==> config.mk <==
export PLATFORM = sky130hd
export DESIGN_NAME = button_debouncer
export DESIGN_NICKNAME = d
export VERILOG_FILES = /design/src/rtl/button_debouncer.sv
export SDC_FILE = /design/constraint.sdc
export NUM_CORES = 1
export LEC_CHECK = 0
export BUFFER_PORTS_ARGS = -buffer_cell sky130_fd_sc_hd__buf_2
export CORE_MARGIN = 2
export CORE_UTILIZATION = 40
export CTS_BUF_LIST = sky130_fd_sc_hd__clkbuf_16
export DETAILED_ROUTE_END_ITERATION = 8
export PLACE_DENSITY_LB_ADDON = 0.25
export SYNTH_ARGS = -nofsm -noshare
export SYNTH_HDL_FRONTEND = slang
export SYNTH_SLANG_ARGS = --single-unit
==> constraint.sdc <==
create_clock -name clk -period 3.2 [get_ports clk]
set_input_delay 0.64 -clock clk [delete_from_list [all_inputs] [get_ports clk]]
set_output_delay 0.64 -clock clk [all_outputs]
set_load 0.02 [all_outputs]
==> src/rtl/button_debouncer.sv <==
// Push-button conditioner: multi-flop synchroniser feeding a counter-qualified
// debounce FSM with registered level, rise/fall strobes and a press-toggled level.
module button_debouncer #(
    parameter int SYNC_STAGES  = 2,
    parameter int STABLE_COUNT = 1000000
) (
    input  logic clk,
    input  logic rst,
    input  logic btn_in,
    output logic btn_level,
    output logic btn_rise,
    output logic btn_fall,
    output logic toggle_out
);

    localparam int CNT_W = $clog2(STABLE_COUNT + 1);
    localparam logic [CNT_W-1:0] CNT_LAST = CNT_W'(STABLE_COUNT - 1);

    typedef enum logic [1:0] {
        STABLE_LOW,
        PENDING_HIGH,
        STABLE_HIGH,
        PENDING_LOW
    } state_t;

    logic [SYNC_STAGES-1:0] r_sync;
    logic                   w_sync;
    state_t                 r_state;
    state_t                 w_state_nx;
    logic [CNT_W-1:0]       r_count;
    logic [CNT_W-1:0]       w_count_nx;
    logic                   r_level;
    logic                   r_rise;
    logic                   r_fall;
    logic                   r_toggle;
    logic                   w_level_nx;
    logic                   w_rise_nx;
    logic                   w_fall_nx;
    logic                   w_toggle_nx;

    assign w_sync = r_sync[SYNC_STAGES-1];

    // btn_in enters the design only through this chain.
    always_ff @(posedge clk) begin
        if (rst) begin
            r_sync <= '0;
        end else begin
            r_sync <= {r_sync[SYNC_STAGES-2:0], btn_in};
        end
    end

    always_comb begin
        w_state_nx  = r_state;
        w_count_nx  = r_count;
        w_rise_nx   = 1'b0;
        w_fall_nx   = 1'b0;
        w_toggle_nx = r_toggle;
        case (r_state)
            STABLE_LOW: begin
                if (w_sync) begin
                    w_state_nx = PENDING_HIGH;
                    w_count_nx = '0;
                end
            end
            PENDING_HIGH: begin
                if (!w_sync) begin
                    w_state_nx = STABLE_LOW;
                    w_count_nx = '0;
                end else if (r_count == CNT_LAST) begin
                    w_state_nx  = STABLE_HIGH;
                    w_count_nx  = '0;
                    w_rise_nx   = 1'b1;
                    w_toggle_nx = ~r_toggle;
                end else begin
                    w_count_nx = r_count + CNT_W'(1);
                end
            end
            STABLE_HIGH: begin
                if (!w_sync) begin
                    w_state_nx = PENDING_LOW;
                    w_count_nx = '0;
                end
            end
            PENDING_LOW: begin
                if (w_sync) begin
                    w_state_nx = STABLE_HIGH;
                    w_count_nx = '0;
                end else if (r_count == CNT_LAST) begin
                    w_state_nx = STABLE_LOW;
                    w_count_nx = '0;
                    w_fall_nx  = 1'b1;
                end else begin
                    w_count_nx = r_count + CNT_W'(1);
                end
            end
            default: begin
                w_state_nx = STABLE_LOW;
                w_count_nx = '0;
            end
        endcase
    end

    // The level follows the state being entered, so it stays high while a release is pending.
    assign w_level_nx = (w_state_nx == STABLE_HIGH) || (w_state_nx == PENDING_LOW);

    always_ff @(posedge clk) begin
        if (rst) begin
            r_state  <= STABLE_LOW;
            r_count  <= '0;
            r_level  <= 1'b0;
            r_rise   <= 1'b0;
            r_fall   <= 1'b0;
            r_toggle <= 1'b0;
        end else begin
            r_state  <= w_state_nx;
            r_count  <= w_count_nx;
            r_level  <= w_level_nx;
            r_rise   <= w_rise_nx;
            r_fall   <= w_fall_nx;
            r_toggle <= w_toggle_nx;
        end
    end

    assign btn_level  = r_level;
    assign btn_rise   = r_rise;
    assign btn_fall   = r_fall;
    assign toggle_out = r_toggle;

endmodule

==> metrics.md, run 1 <==
| Metric | Value |
|---|---|
| Outcome | `completed` |
| Top Layer Used | `met4` |
| Pins over their slew limit | `0` |
| Clock latency at the later pin of the worst-skew pair | `around 0.26 ns` |
| Seq cells post-synth | `28` |
| Cells along the critical path | `ha_1, nand3_1, nor3_4, nand2_1, a31oi_2, nor2_1` |
| Post-route insts no fill | `190` |
| Max-cap viol count | `0` |
| Worst setup SP type | `register` |
| Root cell of the clock tree | `clkbuf_16` |
| Congestion Overflow GR | `0` |
| Worst Skew | `0.00379 ns` |
| Max FO, Critical Path | `12` |
| Detail Route Antenna Nets | `0` |
| Vias in the first global route | `around 900` |
| Final hold vios | `0` |
| H-tree lvl count | `1` |
| Met3 routed WL | `around 37 µm` |
| WL final | `roughly 2300 µm` |
| Fin crit share | `between 60 and 70%` |
| Synth Cell Area | `about 1300 µm²` |
| Initial DRT Pass Iterations | `4` |
| Area growth syn-to-layout | `11.7%` |
| Mapped Cells | `139` |
| Cell area power density | `463 nW/µm²` |
| WP data arrival | `~2.1 ns` |
| Most frequent cells in the layout | `dfxtp_1, nor2_1, xor2_1, nand2_1, nand3_1` |
| Fraction of layout cells with a size suffix above 1 | `10.3%` |
| Post-synthesis adder-cell area fraction | `less than 1%` |
| Largest net degree at the start of global routing | `16` |
| XOR/XNOR share of the synthesized area | `between 10% and 20%` |
| Worst EP required | `3.33 ns` |
| Max_slew headroom | `between 60% and 70%` |
| Worst slew pin tran | `0.563 ns` |
| Area of the die | `roughly 3600 µm²` |
| Io pins | `7` |
| Post-synth cell types | `38` |
| # Post-CTS Setup Buffers | `0` |
| Fillers | `~300` |
| Complex-gate fraction of the synthesized area | `around 11%` |
| Met2 routed WL | `roughly 1100 µm` |
| Residual DRC count | `0` |
| Die H | `approximately 60 µm` |
| Worst R2R Setup Slack | `~1.2 ns` |
| IO Port Bufs | `6` |
| Fmax | `0.498 GHz` |
| First-pass GRT wire length | `4060 µm` |
| Most common cell after layout, fill and taps aside | `dfxtp_1` |
| Hold WC Path Type | `reg2reg` |
| Final setup TNS | `0 ns` |
| Lkg Pwr | `around 0.50 nW` |
| Placed cell count | `about 190` |
| Clock Tree Buf Depth | `2` |
| CP max stage delay | `approximately 0.5 ns` |
| Syn Nets | `143` |
| Worst-path clk slew | `0.07 ns` |
| Initial antenna violation count | `0` |
| Vias per cell | `slightly above 5` |
| Largest family of logic cells by synthesized area | `simple AND/OR/NAND/NOR gates` |
| CTS Sinks | `28` |
| RSZ-0062 raised after global routing | `no` |
| Post-Synth Simple-Gate Area | `roughly 30%` |
| Drt wl/cell | `12.4 µm` |
| Initial Util | `about two fifths` |
| CP Class | `reg2reg` |
| Met1 WL | `between 1000 and 1500 µm` |
| Peak VDD IR | `between 0.0002 and 0.00025 V` |
| Setup-failing EPs final | `0` |
| Mux contribution to synthesized area | `1.59%` |
| Initial drt markers | `54` |
| Die width | `~60 µm` |
| CP endpoint kind | `register` |
| Routability cong. | `around 0.82` |
| GRT Overall Usage | `between 10% and 20%` |
| Core Region | `3030 µm²` |
| Minimum clock period | `about 2.0 ns` |
| Fin nets | `between 150 and 200` |
| Cts repair resizes | `0` |
| CTS Buf Count | `3` |
| CP max-delay cell | `a31oi_2` |
| Via count | `between 900 and 1000` |
| Syn_area_per_cell | `9.06 µm²` |
| TritonCTS clock tree | `built` |
| Yosys warnings | `0` |
| Post-CTS Hold Buffers | `0` |
| Seq/Total Area, Yosys | `approximately 45%` |
| Row count | `20` |
| HPWL Detailed | `approximately 1600 µm` |
| Ant. Diodes | `0` |
[logic make-up after synthesis]
logic type               Yosys count
AND/OR/NAND/NOR                   71
flip-flops                        28
AO/OA/AOI/OAI                     18
XOR/XNOR                          15
buffers and inverters              4
multiplexers                       2
adder cells (fa/ha/maj)            1
[power by group]
group	switching [mW]	internal (mW)
combinational	0.0117	0.00424
sequential	0.00194	0.350
clock	0.116	0.168
total	0.130	0.522
[stage by stage]
stage          util, %  hold WS (ns)  area, µm²  setup slack, ns  total power, mW
2_1_floorplan        -         0.414       1260             1.51            0.372
3_3_place_gp      43.8         0.418       1330             1.23            0.376
3_5_place_dp      43.8         0.424       1330             1.15            0.376
4_1_cts           46.4         0.440       1410             1.14            0.660
5_1_grt           46.4         0.452       1410            0.936            0.672
6_report          46.4         0.437       1410             1.19            0.652
[cells in the mapped netlist]
cell | n | share of area [%]
o21ai_0 | 3 | 1.2
nor3_1 | 1 | 0.40
o211ai_1 | 1 | 0.60
ha_1 | 1 | 0.99
a31oi_2 | 1 | 0.99
a21oi_1 | 4 | 1.6
nand3b_1 | 1 | 0.60
a311oi_1 | 1 | 0.70
a211oi_1 | 1 | 0.60
nand2_1 | 12 | 3.6
and4b_2 | 1 | 0.89
nor3_4 | 1 | 1.3
and4_1 | 2 | 1.4
nand4_1 | 4 | 2.0
mux2i_1 | 2 | 1.6
xor2_1 | 13 | 9.0
dfxtp_1 | 28 | 45
nor2_1 | 26 | 7.8
buf_4 | 1 | 0.60
nand3_4 | 1 | 1.4
nor4bb_1 | 1 | 0.80
nor2b_1 | 3 | 1.5
buf_2 | 1 | 0.40
clkbuf_1 | 1 | 0.30
or3_1 | 1 | 0.50
and3_1 | 3 | 1.5
and2b_1 | 1 | 0.60
and2_1 | 1 | 0.50
a41o_1 | 1 | 0.80
nand3_1 | 9 | 3.6
inv_1 | 1 | 0.30
nand2b_1 | 1 | 0.50
xnor2_1 | 2 | 1.4
nor4b_1 | 2 | 1.4
a31oi_1 | 1 | 0.50
a22oi_1 | 2 | 1.2
a211oi_2 | 2 | 2.0
a21boi_0 | 1 | 0.60
[state kept, by name, summed over array words and instances (netlist names)]
register / cells
r_state: 2
toggle_out: 1
r_count: 20
r_sync: 2
btn_fall: 1
btn_level: 1
btn_rise: 1
[final timing paths]
kind,from,end,cells past startpoint
max,r_count[0],r_count[13],6
min reg2reg,r_sync[0],r_sync[1],1
min,r_sync[0],r_sync[1],1
max reg2reg,r_count[0],r_count[13],6
[critical path: cells and delay by family, from the launching register on]
family	cells	cell delay (ns)
and+or+nand+nor	4	0.77
AOI/OAI and AO/OA	1	0.51
DFF	1	0.40
adders and majority gates	1	0.21
[final cells by class]
class                   count  area (µm²)  area share, %
multi-input cells         107         678           48.2
repair buffers              6        30.0           2.14
clock buffers               3        75.1           5.34
flip-flops and latches     28         561           39.9
clock inverters             1        3.75          0.267
well taps                  44        55.1           3.91
inverters                   1        3.75          0.267
[routing by layer]
metal | up-vias | GRT usage [%]
li1 | 500 | -
met1 | 452 | 19.7
met2 | 6 | 24.2
met3 | 4 | 2.60
met4 | 0 | 7.62
met5 | - | 0
No activity file was read; power rests on OpenSTA's default activity.
==> run 2: changes to the inputs <==
- clock period: 3.2 -> 2 ns (I/O delays scaled with it)
==> run 2 against run 1 <==
First-iteration DRC count stayed put; die area unchanged; sequential cell count unchanged; via count grew 2.3%; non-clock buffer count is 2 higher; highest routed layer unchanged; critical path depth rose by 1.
==> metrics.md, run 2 (same netlist as run 1, synthesis figures left out) <==
| Metric | Value |
|---|---|
| Sequential cell area | `between 500 and 600 µm²` |
| Via count | `approximately 980` |
| Switching Share | `18.9%` |
| Initial Util | `between 40 and 50%` |
| Final hold vios | `0` |
| WL final | `2310 µm` |
| Fraction of layout cells with a size suffix above 1 | `11.6%` |
| Fin crit share | `slightly above 90%` |
| Cts repair resizes | `0` |
| Worst Skew | `~0.0011 ns` |
| Minimum clock period | `1.85 ns` |
| Area of the multi-input gates | `roughly 680 µm²` |
| HPWL Detailed | `approximately 1700 µm` |
| Initial antenna violation count | `0` |
| Post-route cell area | `1420 µm²` |
| Area growth syn-to-layout | `12.6%` |
| Drt wl/cell | `~12 µm` |
| H-tree lvl count | `1` |
| Congestion Overflow GR | `0` |
| CTS Buf Count | `3` |
| Largest register FFs | `20` |
| Residual DRC count | `0` |
| Final setup TNS | `0 ns` |
| CP endpoint kind | `register` |
| Final worst slack | `~0.15 ns` |
| Hold WC Path Type | `in2reg` |
| GRT Overall Usage | `between 10% and 20%` |
| Clock Tree Buf Depth | `2` |
| Vias per cell | `a little over 5` |
| Final cell utilization of the core | `46.8%` |
| Largest net degree at the start of global routing | `16` |
| Initial DRT Pass Iterations | `4` |
| Max_slew headroom | `68.1%` |
| CTS Sinks | `28` |
| RSZ-0062 raised after global routing | `no` |
| Die H | `60.1 µm` |
| Post-CTS Hold Buffers | `0` |
| Outcome | `completed` |
| CP max-delay cell | `dfxtp_1` |
| Largest registers | `r_count: 20 flops, r_state: 2 flops, r_sync: 2 flops` |
| IO Port Bufs | `6` |
| Sw Pwr | `194 µW` |
| TritonCTS clock tree | `built` |
| Fmax | `around 0.54 GHz` |
| Core Region | `a little over 3000 µm²` |
| Max FO, Critical Path | `12` |
| WP data arrival | `2.00 ns` |
| Root cell of the clock tree | `clkbuf_16` |
| Routability cong. | `0.702` |
| Ant. Diodes | `0` |
| Io pins | `7` |
| Vias in the first global route | `933` |
| Setup Slack @ Placement | `between 0.15 and 0.2 ns` |
| Clk pwr share | `42.5%` |
| Peak VDD IR | `roughly 0.00027 V` |
| Cell area power density | `around 720 nW/µm²` |
| First-pass GRT wire length | `4150 µm` |
| Worst setup SP type | `register` |
| Worst EP required | `about 2.2 ns` |
| Worst slew pin tran | `between 0.4 and 0.5 ns` |
| CP max stage delay | `around 0.4 ns` |
| Worst-path clk slew | `~0.060 ns` |
| Logic pwr share | `approximately 2.7%` |
| Biggest register | `r_count` |
| Most common cell after layout, fill and taps aside | `dfxtp_1` |
| Cells along the critical path | `ha_1, nand3_1, nor3_4, nand2_1, a31oi_2, buf_4, nor2_1` |
| CP delay by family, top | `simple AND/OR/NAND/NOR gates` |
| Most frequent cells in the layout | `dfxtp_1, nor2_1, xor2_1, nand2_1, nand3_1` |
| Fillers | `between 200 and 300` |
| Detail Route Antenna Nets | `0` |
| Setup-failing EPs final | `0` |
| CP Class | `reg2reg` |
| Area of the die | `~3600 µm²` |
| Pins over their slew limit | `0` |
| Final Total Pwr | `approximately 1.0 mW` |
| Max-cap viol count | `0` |
| Buffers & Inverters on Critical Path | `1` |
| Initial drt markers | `54` |
| Int Power | `~830 µW` |
| # Post-CTS Setup Buffers | `0` |
| Lkg Pwr | `0.512 nW` |
| Clock latency at the later pin of the worst-skew pair | `about 0.25 ns` |
| Die width | `between 60 and 70 µm` |
| Sequential fraction of design power | `54.8%` |
| Fin nets | `around 150` |
| Row count | `20` |
| Placement Cell Area | `around 1300 µm²` |
-- run 2: worst paths after layout --
path | startpoint | endpoint | slack, ns | depth (start not counted)
worst max-delay path | r_count[0] | r_count[9] | 0.15 | 7
worst min-delay path | btn_in | r_sync[0] | 0.36 | 2
worst max register to register | r_count[0] | r_count[9] | 0.15 | 7
worst min register to register | r_sync[0] | r_sync[1] | 0.44 | 1
-- run 2: layout make-up --
| class | count | share of cell area [%] |
|---|---|---|
| multi-input combinational | 107 | 47.8 |
| inverter | 1 | 0.265 |
| clock buffer | 3 | 5.30 |
| sequential | 28 | 39.5 |
| tap | 44 | 3.88 |
| timing repair buffer | 8 | 3.18 |
-- run 2: layer usage --
| layer | wire (µm) | up-vias | track usage [%] |
|---|---|---|---|
| met3 | 68 | 2 | 2.38 |
| met4 | 24 | 0 | 7.94 |
| met5 | 0 | - | 0 |
| met2 | 1080 | 14 | 24.8 |
| met1 | 1140 | 464 | 19.4 |
| li1 | - | 504 | - |
-- run 2: power groups by stage --
stage	logic (mW)	clock network, mW	registers (mW)
3_3_place_gp	0.0267	0	0.576
4_1_cts	0.0279	0.443	0.563
5_1_grt	0.0309	0.475	0.563
3_5_place_dp	0.0278	0	0.576
6_report	0.0276	0.436	0.563
2_1_floorplan	0.0213	0	0.574
-- run 2: metrics by stage --
step	cells	hold WS, ns
floorplan	139	0.414
global placement	188	0.421
detailed placement	188	0.437
CTS	191	0.366
global route	191	0.363
finish	191	0.359
-- run 2: worst register-to-register path: stages (launching register included) --
cell and delay (ns):
dfxtp_1 0.41, ha_1 0.21, nand3_1 0.24, nor3_4 0.33
nand2_1 0.13, a31oi_2 0.17, buf_4 0.20, nor2_1 0.07
